**config.mk**
```make
export PLATFORM = sky130hd
export DESIGN_NAME = instr_fetch
export DESIGN_NICKNAME = d
export VERILOG_FILES = /design/src/rtl/riscv_pkg.sv /design/src/rtl/fetch_fifo.sv /design/src/rtl/instr_fetch.sv
export SDC_FILE = /design/constraint.sdc
export NUM_CORES = 1
export LEC_CHECK = 0
export BUFFER_PORTS_ARGS = -buffer_cell sky130_fd_sc_hd__buf_2
export CORE_MARGIN = 8
export CORE_UTILIZATION = 40
export DETAILED_ROUTE_END_ITERATION = 6
export PLACE_DENSITY = 0.69
export SLEW_MARGIN = 20
export SYNTH_ARGS = -nofsm -noshare
export SYNTH_HDL_FRONTEND = slang
export SYNTH_HIERARCHICAL = 1
export SYNTH_SLANG_ARGS = --single-unit
```
**constraint.sdc**
```tcl
create_clock -name clk -period 9.7 [get_ports clk]
set_clock_uncertainty 0.1 [all_clocks]
set_input_delay 1.455 -clock clk [delete_from_list [all_inputs] [get_ports clk]]
set_output_delay 1.455 -clock clk [all_outputs]
set_load 0.01 [all_outputs]
```
**src/rtl/riscv_pkg.sv**
```systemverilog
// Shared RV32I front-end definitions: data widths, reset vector, fetch-state
// encoding and the PC alignment helper.
package riscv_pkg;

  localparam int XLEN        = 32;
  localparam int INSTR_BYTES = 4;
  localparam logic [XLEN-1:0] DEFAULT_RESET_PC = 32'h0000_0000;

  // Occupancy counters; buffer depths never exceed 8.
  localparam int CNT_W = 4;

  typedef enum logic {
    FETCH = 1'b0,
    FLUSH = 1'b1
  } fetch_state_e;

  function automatic logic [XLEN-1:0] align_pc(input logic [XLEN-1:0] pc);
    return {pc[XLEN-1:2], 2'b00};
  endfunction

endpackage

```
**src/rtl/fetch_fifo.sv**
```systemverilog
// Synchronous FIFO with occupancy count and single-cycle flush.
// Serves as the fetch output buffer ({pc, instr}) and as the request tag queue.
// Push and pop may coincide at any occupancy, including when full.
module fetch_fifo
  import riscv_pkg::*;
#(
  parameter int WIDTH = 64,
  parameter int DEPTH = 2
) (
  input  logic             clk_i,
  input  logic             rst_i,
  input  logic             flush_i,
  input  logic             push_i,
  input  logic [WIDTH-1:0] push_data_i,
  input  logic             pop_i,
  output logic [WIDTH-1:0] head_o,
  output logic [CNT_W-1:0] count_o,
  output logic             empty_o
);

  localparam int AW = (DEPTH > 1) ? $clog2(DEPTH) : 1;

  logic [WIDTH-1:0] mem_q [DEPTH];
  logic [AW-1:0]    wr_ptr_q, rd_ptr_q;
  logic [CNT_W-1:0] count_q;
  logic             do_push, do_pop;

  // Explicit wrap so the tag queue may use a non-power-of-two depth.
  function automatic logic [AW-1:0] ptr_inc(input logic [AW-1:0] p);
    return (p == AW'(DEPTH - 1)) ? '0 : p + 1'b1;
  endfunction

  assign do_pop  = pop_i && (count_q != '0);
  assign do_push = push_i && ((count_q != CNT_W'(DEPTH)) || do_pop);

  // Pointer and occupancy bookkeeping; flush empties the queue in one cycle.
  always_ff @(posedge clk_i) begin
    if (rst_i || flush_i) begin
      wr_ptr_q <= '0;
      rd_ptr_q <= '0;
      count_q  <= '0;
    end else begin
      if (do_push) wr_ptr_q <= ptr_inc(wr_ptr_q);
      if (do_pop)  rd_ptr_q <= ptr_inc(rd_ptr_q);
      count_q <= count_q + CNT_W'(do_push) - CNT_W'(do_pop);
    end
  end

  // Storage write; contents need no reset since the pointers gate visibility.
  always_ff @(posedge clk_i) begin
    if (do_push) mem_q[wr_ptr_q] <= push_data_i;
  end

  assign head_o  = mem_q[rd_ptr_q];
  assign count_o = count_q;
  assign empty_o = (count_q == '0);

  a_no_overflow: assert property (@(posedge clk_i) disable iff (rst_i || flush_i)
    !(push_i && !do_push));

endmodule

```
**src/rtl/instr_fetch.sv**
```systemverilog
// RV32I instruction fetch: owns the PC, issues word-aligned imem requests under
// a credit limit that reserves a buffer slot for every in-flight response, and
// hands {instr, pc, pc+4} to the decoder. Redirects flush buffered words and
// arm a down-counter that discards the responses still in flight.
//
//   state | meaning
//   FETCH | no stale responses pending (drop_cnt == 0)
//   FLUSH | stale responses pending; requests at the new PC may still issue
module instr_fetch
  import riscv_pkg::*;
#(
  parameter logic [XLEN-1:0] RESET_PC        = DEFAULT_RESET_PC,
  parameter int              FIFO_DEPTH      = 2,
  parameter int              MAX_OUTSTANDING = 2
) (
  input  logic            clk,
  input  logic            rst,
  output logic            imem_req_valid,
  input  logic            imem_req_ready,
  output logic [XLEN-1:0] imem_req_addr,
  input  logic            imem_resp_valid,
  input  logic [XLEN-1:0] imem_resp_data,
  input  logic            redirect_valid,
  input  logic [XLEN-1:0] redirect_pc,
  output logic            dec_valid,
  input  logic            dec_ready,
  output logic [XLEN-1:0] dec_instr,
  output logic [XLEN-1:0] dec_pc,
  output logic [XLEN-1:0] dec_pc_plus4
);

  localparam int CW1 = CNT_W + 1;
  localparam logic [CNT_W-1:0] MAX_OUT_C = CNT_W'(MAX_OUTSTANDING);
  localparam logic [CW1-1:0]   DEPTH_C   = CW1'(FIFO_DEPTH);

  logic [XLEN-1:0]   pc_q, pc_d;
  logic [CNT_W-1:0]  outst_q, outst_d;
  logic [CNT_W-1:0]  drop_cnt_q, drop_cnt_d;
  fetch_state_e      state_q, state_d;

  logic              req_fire, resp_keep, dec_fire;
  logic [CW1-1:0]    credit_use;
  logic [CNT_W-1:0]  fifo_cnt, tag_cnt;
  logic              fifo_empty, tag_empty;
  logic [XLEN-1:0]   tag_pc;
  logic [2*XLEN-1:0] fifo_head;

  // Credit is computed from registered state only, never from redirect_valid.
  assign credit_use     = {1'b0, outst_q} + {1'b0, fifo_cnt};
  assign imem_req_valid = !rst && (outst_q < MAX_OUT_C) && (credit_use < DEPTH_C);
  assign imem_req_addr  = pc_q;

  assign req_fire  = imem_req_valid && imem_req_ready;
  assign resp_keep = imem_resp_valid && (drop_cnt_q == '0) && !redirect_valid;
  assign dec_fire  = dec_valid && dec_ready;
  assign outst_d   = outst_q + CNT_W'(req_fire) - CNT_W'(imem_resp_valid);

  // Next PC, stale-response counter and fetch state; redirect has priority.
  always_comb begin
    pc_d       = pc_q;
    drop_cnt_d = drop_cnt_q;
    state_d    = state_q;
    if (redirect_valid) begin
      pc_d       = align_pc(redirect_pc);
      drop_cnt_d = outst_d;
      state_d    = (outst_d != '0) ? FLUSH : FETCH;
    end else begin
      if (req_fire) pc_d = pc_q + XLEN'(INSTR_BYTES);
      if (imem_resp_valid && (drop_cnt_q != '0)) drop_cnt_d = drop_cnt_q - 1'b1;
      if (drop_cnt_d == '0) state_d = FETCH;
    end
  end

  // Fetch state registers.
  always_ff @(posedge clk) begin
    if (rst) begin
      pc_q       <= RESET_PC;
      outst_q    <= '0;
      drop_cnt_q <= '0;
      state_q    <= FETCH;
    end else begin
      pc_q       <= pc_d;
      outst_q    <= outst_d;
      drop_cnt_q <= drop_cnt_d;
      state_q    <= state_d;
    end
  end

  // PC of each live request; a request accepted in a redirect cycle is stale.
  fetch_fifo #(.WIDTH(XLEN), .DEPTH(MAX_OUTSTANDING)) u_tag_q (
    .clk_i       (clk),
    .rst_i       (rst),
    .flush_i     (redirect_valid),
    .push_i      (req_fire && !redirect_valid),
    .push_data_i (pc_q),
    .pop_i       (resp_keep),
    .head_o      (tag_pc),
    .count_o     (tag_cnt),
    .empty_o     (tag_empty)
  );

  fetch_fifo #(.WIDTH(2*XLEN), .DEPTH(FIFO_DEPTH)) u_out_q (
    .clk_i       (clk),
    .rst_i       (rst),
    .flush_i     (redirect_valid),
    .push_i      (resp_keep),
    .push_data_i ({tag_pc, imem_resp_data}),
    .pop_i       (dec_fire),
    .head_o      (fifo_head),
    .count_o     (fifo_cnt),
    .empty_o     (fifo_empty)
  );

  assign dec_valid    = !rst && !fifo_empty;
  assign dec_instr    = fifo_head[XLEN-1:0];
  assign dec_pc       = fifo_head[2*XLEN-1:XLEN];
  assign dec_pc_plus4 = dec_pc + XLEN'(INSTR_BYTES);

  a_outst_max:  assert property (@(posedge clk) disable iff (rst) outst_q <= MAX_OUT_C);
  a_addr_align: assert property (@(posedge clk) disable iff (rst) imem_req_addr[1:0] == 2'b00);
  a_tag_bound:  assert property (@(posedge clk) disable iff (rst) tag_cnt <= outst_q);
  a_tag_avail:  assert property (@(posedge clk) disable iff (rst) resp_keep |-> !tag_empty);
  a_state_cnt:  assert property (@(posedge clk) disable iff (rst)
    (state_q == FLUSH) == (drop_cnt_q != '0));

endmodule

```
# After elaboration in Yosys (flattened, before gate mapping)
# Memory sizes are Yosys's and may differ from the RTL's. A register that Yosys moved wholly into a read port is not among the register bits.
# Index checks and enable logic that the tools add are counted.
# totals
out_inout_bits,130
input_bits,70
mem_bits_rw,192
ff_bits,52
word_cells,73
memories,2
# classes
add_sub_neg,14
magnitude_cmp,2
reduce_logical,27
eq_ne,2
n_mux,16
# mem_list
memory,words,word_bits,rd,rd_clocked_by_memory_dff,write_ports,line,text
u_out_q.mem_q,2,64,1,1,1,fetch_fifo.sv:23,logic [WIDTH-1:0] mem_q [DEPTH];
u_tag_q.mem_q,2,32,1,1,1,fetch_fifo.sv:23,
# op_table
cell,count
"adder 32 x 3 -> 32 bit, second input constant",2
2-to-1 mux 32 bit,2
logical AND 1 bit,13
adder 4 x 1 -> 4 bit,3
2-to-1 mux 1 bit,12
nonzero test 4 bit,3
subtractor 4 x 1 -> 4 bit,3
logical NOT 4 bit,2
2-to-1 mux 4 bit,2
"!= test 4 x 2 -> 1 bit, second input constant",2
adder 4 x 4 -> 5 bit,1
"less-than comparator 5 x 2 -> 1 bit, second input constant",1
"adder 1 bit, second input constant",4
"less-than comparator 4 x 2 -> 1 bit, second input constant",1
nonzero test 2 bit,2
"subtractor 4 x 1 -> 4 bit, second input constant",1
logical NOT 1 bit,3
logical OR 1 bit,3
OR reduction 2 bit,1

# Logic depth before layout (Yosys ltp)
# logic_depth
depth_word,9
mapped_depth,13
ltp_nobuf,13

# Modules after synthesis
# Netlist, hierarchy kept.
# modules_own_cells
mod,cells_each,seq_area_each_um2,n_inst,area_each_um2
fetch_fifo (u_out_q),243,3983.8,1,5036.1
instr_fetch,360,760.7,1,2840.2
fetch_fifo (u_tag_q),144,2062.0,1,2730.1

# Worst setup path before layout
# Ideal clock, no wire load.
# synth_path
path_kind,input-to-reg
start,input port redirect_valid
end,memory u_out_q.mem_q[0][0] (enable)
setup_ns,0.487
path_stages,5
setup_slack_ns,3.617
arrival_time_ns,5.497
required_ns,9.113
path_cell_list,clkbuf_1 -> buf_1 -> nor3b_1 -> o41ai_4 -> nor2_1
# synth_between
elab_chain_cells,5
# synth_lines
item,line,text
"start, declared",instr_fetch.sv:23,"input logic redirect_valid,"
logical NOT 1 bit,instr_fetch.sv:54,assign resp_keep = imem_resp_valid && (drop_cnt_q == '0) && !redirect_valid;
logical AND 1 bit,instr_fetch.sv:54,
via resp_keep,instr_fetch.sv:41,"logic req_fire, resp_keep, dec_fire;"
logical AND 1 bit,fetch_fifo.sv:34,assign do_push = push_i && ((count_q != CNT_W'(DEPTH)) || do_pop);
2-to-1 mux 1 bit,fetch_fifo.sv:51,if (do_push) mem_q[wr_ptr_q] <= push_data_i;
2-to-1 mux 1 bit (implied by the code),fetch_fifo.sv:51,
"end, declared",fetch_fifo.sv:23,
# The timed path passes the listed nets, and every way through them passes these cells.

==> run_summary.xml <==
<?xml version="1.0" encoding="UTF-8"?>
<metrics>
  <group name="worst_setup_path">
    <metric name="worst_r2r_start" unit="">outst_q[1]$_SDFF_PP0_</metric>
    <metric name="r2r_slack" unit="ns">5.59</metric>
    <metric name="criticalPathCategory" unit="">reg -&gt; out</metric>
    <metric name="cp_common_cell" unit="">sky130_fd_sc_hd__and4_1</metric>
    <metric name="crit_path_top_delay_cell" unit="">sky130_fd_sc_hd__dfxtp_4</metric>
    <metric name="start_kind" unit="">flop</metric>
    <metric name="timing.critical_path.to" unit="">dec_pc_plus4[31]</metric>
    <metric name="timing.critical_path.arrival" unit="ns">3.52</metric>
    <metric name="crit_path_max_fo" unit="">64</metric>
    <metric name="cp_top_family" unit="">simple AND/OR/NAND/NOR gates</metric>
    <metric name="crit_path_cell_trace" unit="">mux2_2 &gt; and4_1 &gt; and4_1 &gt; nor4b_1 &gt; buf_4 &gt; nand4_1 &gt; xnor2_1 &gt; buf_2</metric>
    <metric name="timing.critical_path.to_type" unit="">output port</metric>
    <metric name="r2r_cells" unit="">14</metric>
    <metric name="worstSetupPathDepth" unit="">8</metric>
    <metric name="timing.critical_path.required" unit="ns">8.15</metric>
    <metric name="max_stage_delay" unit="ns">0.92</metric>
    <metric name="regToRegEndpoint" unit="">u_tag_q/count_o[2]$_SDFF_PP0_</metric>
    <metric name="critical_path.n_buffers_inverters" unit="">2</metric>
  </group>
  <group name="sta">
    <metric name="final_max_slew_viol_count" unit="">0</metric>
    <metric name="setup-violations-final" unit="">0</metric>
    <metric name="worst_slew_margin_rel" unit="%">33.62</metric>
    <metric name="rsz_0062_raised_after_global_routing" unit="">false</metric>
    <metric name="final.setup.tns" unit="ns">0</metric>
    <metric name="timing_worst_slew_pin_value" unit="ns">0.9958</metric>
    <metric name="timing.final.hold_violations" unit="">0</metric>
    <metric name="achievable_frequency" unit="MHz">196.9</metric>
    <metric name="period_needed" unit="ns">5.080</metric>
    <metric name="finalCritPeriodShare" unit="%">52.37</metric>
    <metric name="fin_worst_hold_slack" unit="ns">0.3873</metric>
  </group>
  <group name="synth">
    <metric name="synth_commonest_cells" unit="">192 x sky130_fd_sc_hd__edfxtp_1, 94 x sky130_fd_sc_hd__mux2_2, 52 x sky130_fd_sc_hd__dfxtp_1, 44 x sky130_fd_sc_hd__nor2_1, 40 x sky130_fd_sc_hd__nand2_1</metric>
    <metric name="yosys.cell_count.top_type" unit="">sky130_fd_sc_hd__edfxtp_1</metric>
    <metric name="ys_async_sr_fraction" unit="%">0</metric>
    <metric name="post_synth_edffs" unit="">192</metric>
    <metric name="synth.distinct_cells" unit="">54</metric>
    <metric name="syn-instance-count" unit="">747</metric>
    <metric name="postSynthRegisterBits" unit="">244</metric>
    <metric name="dominantRegCellSynth" unit="">sky130_fd_sc_hd__edfxtp_1</metric>
    <metric name="yosysTopAreaCell" unit="">sky130_fd_sc_hd__edfxtp_1</metric>
    <metric name="synthesis.area" unit="µm²">10610</metric>
    <metric name="post-synth-top-area-fraction" unit="%">54.36</metric>
    <metric name="synth_top_cells_by_area" unit="">sky130_fd_sc_hd__edfxtp_1 54%, sky130_fd_sc_hd__mux2_2 10%, sky130_fd_sc_hd__dfxtp_1 9.8%</metric>
    <metric name="synthesis.area_per_instance" unit="µm²">14.20</metric>
    <metric name="yosys_warnings" unit="">6</metric>
    <metric name="synth_seq_area_share" unit="%">64.17</metric>
  </group>
  <group name="clock_network">
    <metric name="tritoncts.num_buffers" unit="">26</metric>
    <metric name="cts_tree" unit="">yes</metric>
    <metric name="clock_insertion_delay_worst_skew" unit="ns">0.52</metric>
    <metric name="cts-htree-levels" unit="">1</metric>
    <metric name="post_cts_hold_buffer_count" unit="">0</metric>
    <metric name="cts.sinks" unit="">244</metric>
    <metric name="max_root_sink_buffers" unit="">3</metric>
    <metric name="cts.repair_timing.setup_buffer_count" unit="">0</metric>
    <metric name="post_cts_resize_count" unit="">0</metric>
    <metric name="clkTransAtPathRegs" unit="ns">0.06</metric>
    <metric name="clk_root_buffer_cell" unit="">sky130_fd_sc_hd__clkbuf_16</metric>
  </group>
  <group name="pwr">
    <metric name="power.internal" unit="mW">1.946</metric>
    <metric name="total_leakage_power" unit="nW">4.728</metric>
    <metric name="p_seq_share" unit="%">47.8</metric>
    <metric name="power.density_cell_area" unit="nW/µm²">198.8</metric>
    <metric name="p_clk_share" unit="%">39.9</metric>
    <metric name="share_comb_of_total_power" unit="%">12.3</metric>
    <metric name="worst_ir_drop_vdd" unit="V">0.0001242</metric>
    <metric name="net_sw_share" unit="%">24.02</metric>
    <metric name="switching_power" unit="mW">0.6149</metric>
  </group>
  <group name="floorplanning">
    <metric name="die_area" unit="µm²">31980</metric>
    <metric name="pin_count" unit="">200</metric>
    <metric name="row_count" unit="">59</metric>
    <metric name="chipWidth" unit="µm">178.8</metric>
    <metric name="chipHeight" unit="µm">178.8</metric>
    <metric name="initial_util" unit="%">40.70</metric>
    <metric name="core_region_area" unit="µm²">26060</metric>
  </group>
  <group name="grt">
    <metric name="grt.total_usage" unit="%">15.62</metric>
    <metric name="largest_net_degree_at_the_start_of_global_routing" unit="">65</metric>
    <metric name="global_route_wire_length_before_repair" unit="µm">39200</metric>
    <metric name="grt_remaining_overflow" unit="">0</metric>
    <metric name="grt_antenna_before_repair" unit="">0</metric>
    <metric name="vias_in_the_first_global_route" unit="">7008</metric>
  </group>
  <group name="route">
    <metric name="drc_errors" unit="">0</metric>
    <metric name="wire_per_inst" unit="µm">19.36</metric>
    <metric name="drt_first_pass_iters" unit="">4</metric>
    <metric name="vias" unit="">6880</metric>
    <metric name="drt_first_iter_violations" unit="">444</metric>
    <metric name="postRouteWirelength" unit="µm">25340</metric>
    <metric name="ant_nets" unit="">0</metric>
    <metric name="post_drt_via_cell_ratio" unit="">5.256</metric>
  </group>
  <group name="cells_and_area">
    <metric name="drive_gt1_share" unit="%">36.45</metric>
    <metric name="area_delta_synth_final" unit="%">21.42</metric>
    <metric name="finalCoreUtilization" unit="%">49.42</metric>
    <metric name="num-nets-final" unit="">1047</metric>
    <metric name="n_antenna_cell" unit="">0</metric>
  </group>
  <group name="placed_design">
    <metric name="portBuffers" unit="">195</metric>
    <metric name="routability_congestion" unit="">0.7959</metric>
    <metric name="detailed_place_hpwl" unit="µm">17090</metric>
  </group>
  <group name="hold_path">
    <metric name="holdCritPathClass" unit="">reg -&gt; reg</metric>
  </group>
  <group name="outcome">
    <metric name="run_status" unit="">completed</metric>
  </group>
  <group name="flow_run">
    <metric name="max-cap-violations" unit="">0</metric>
  </group>
</metrics>
cell families after synthesis:
kind of cell               share of synthesized area, %
xor gates and xnor gates                          3.881
adders and majority gates                         2.996
muxes                                             11.14
DFF                                               64.17
AOI/OAI and AO/OA                                 5.379
buffers and inverters                             2.784
other                                           0.03536
and+or+nand+nor                                   9.614
registers in the layout, indices dropped and copies added (netlist names), named ones only:
| signal | count |
|---|---|
| drop_cnt_q | 4 |
| imem_req_addr | 30 |
| outst_q | 4 |
| u_out_q/count_o | 4 |
| u_out_q/mem_q | 128 |
| u_out_q/rd_ptr_q | 1 |
| u_out_q/wr_ptr_q | 1 |
| u_tag_q/count_o | 4 |
| u_tag_q/mem_q | 64 |
| u_tag_q/rd_ptr_q | 1 |
| u_tag_q/wr_ptr_q | 1 |
through the flow:
stage | instances | worst slack (ns) | total power, mW | area [µm²]
detailed placement | 1259 | 5.111 | 1.560 | 11930
CTS | 1307 | 4.544 | 2.587 | 12820
finish | 1309 | 4.620 | 2.561 | 12880
global route | 1309 | 4.368 | 2.664 | 12880
global placement | 1259 | 5.179 | 1.552 | 11930
floorplan | 752 | 3.617 | 1.438 | 10630
power groups by stage:
stage / combinational [mW] / sequential [mW] / clock, mW
2_1_floorplan: 0.196 / 1.24 / 0
3_3_place_gp: 0.309 / 1.24 / 0
3_5_place_dp: 0.314 / 1.25 / 0
4_1_cts: 0.317 / 1.22 / 1.05
5_1_grt: 0.350 / 1.23 / 1.08
6_report: 0.315 / 1.22 / 1.02
worst min-delay path by stage:
stage | startpoint | end | slack (ns) | cells past startpoint
after floorplan | u_out_q/wr_ptr_q$_SDFFE_PP0P_ | u_out_q/wr_ptr_q$_SDFFE_PP0P_ | 0.35 | 2
after global placement | u_out_q/rd_ptr_q$_SDFFE_PP0N_ | flop | 0.36 | 2
after detailed placement | u_tag_q/rd_ptr_q$_SDFFE_PP0N_ | flop | 0.38 | 2
after CTS | u_tag_q/rd_ptr_q$_SDFFE_PP0N_ | flop | 0.39 | 2
after global routing | u_out_q/rd_ptr_q$_SDFFE_PP0N_ | flop | 0.41 | 2
final | u_tag_q/rd_ptr_q$_SDFFE_PP0N_ | flop | 0.39 | 2
worst reg2reg max path, cell delays in order (launching register included):
cell	delay, ns
sky130_fd_sc_hd__dfxtp_1	0.50
sky130_fd_sc_hd__inv_1	0.14
sky130_fd_sc_hd__fa_1	0.46
sky130_fd_sc_hd__a311o_1	0.33
sky130_fd_sc_hd__a2111oi_4	0.35
sky130_fd_sc_hd__buf_4	0.29
sky130_fd_sc_hd__nand2_2	0.21
sky130_fd_sc_hd__nor2_1	0.33
sky130_fd_sc_hd__o41ai_4	0.21
sky130_fd_sc_hd__mux2i_1	0.20
sky130_fd_sc_hd__ha_1	0.20
sky130_fd_sc_hd__inv_1	0.06
sky130_fd_sc_hd__fa_1	0.37
sky130_fd_sc_hd__xor2_1	0.17
sky130_fd_sc_hd__nor3_1	0.12
metal layers:
layer	vias to the layer above	GRT usage, %	share of wire [%]
li1	3221	-	-
met1	3358	20.38	41
met2	258	25.86	48
met3	43	3.243	8.5
met4	0	4.513	2.5
met5	-	0	0
final cells by class:
cell class                 instances  area, µm²
tap                              335      419.2
sequential                       244       6810
timing repair buffer             205       1091
clock buffer                      34      721.9
inverter                          30      112.6
clock inverter                    14      170.2
fill                            2320      13180
multi-input combinational        447       3553
placed cells by master, fill, tap and decap left out, types with 6 or more instances in the layout:
master / synthesis / layout
sky130_fd_sc_hd__nor2_1: 44 / 40
sky130_fd_sc_hd__buf_4: 13 / 8
sky130_fd_sc_hd__edfxtp_1: 192 / 192
sky130_fd_sc_hd__mux2_2: 94 / 94
sky130_fd_sc_hd__or3_1: 11 / 11
sky130_fd_sc_hd__and2_1: 9 / 9
sky130_fd_sc_hd__dfxtp_1: 52 / 51
sky130_fd_sc_hd__or4_1: 6 / 6
sky130_fd_sc_hd__buf_2: 2 / 195
sky130_fd_sc_hd__nand2b_1: 6 / 6
sky130_fd_sc_hd__a211oi_1: 8 / 8
sky130_fd_sc_hd__inv_1: 27 / 27
sky130_fd_sc_hd__nor3_1: 9 / 9
sky130_fd_sc_hd__clkbuf_16: 0 / 27
sky130_fd_sc_hd__nand4_1: 20 / 20
sky130_fd_sc_hd__xor2_1: 21 / 21
sky130_fd_sc_hd__conb_1: 1 / 6
sky130_fd_sc_hd__o21ai_0: 14 / 14
sky130_fd_sc_hd__a21oi_1: 9 / 9
sky130_fd_sc_hd__nand3_1: 20 / 20
sky130_fd_sc_hd__o31ai_1: 6 / 6
sky130_fd_sc_hd__xnor2_1: 26 / 26
sky130_fd_sc_hd__nand2_1: 40 / 40
sky130_fd_sc_hd__a311oi_1: 12 / 12
sky130_fd_sc_hd__mux2i_1: 10 / 10
sky130_fd_sc_hd__ha_1: 19 / 19
sky130_fd_sc_hd__and3_1: 6 / 6
Note: power is estimated with default switching activity, not from simulation.
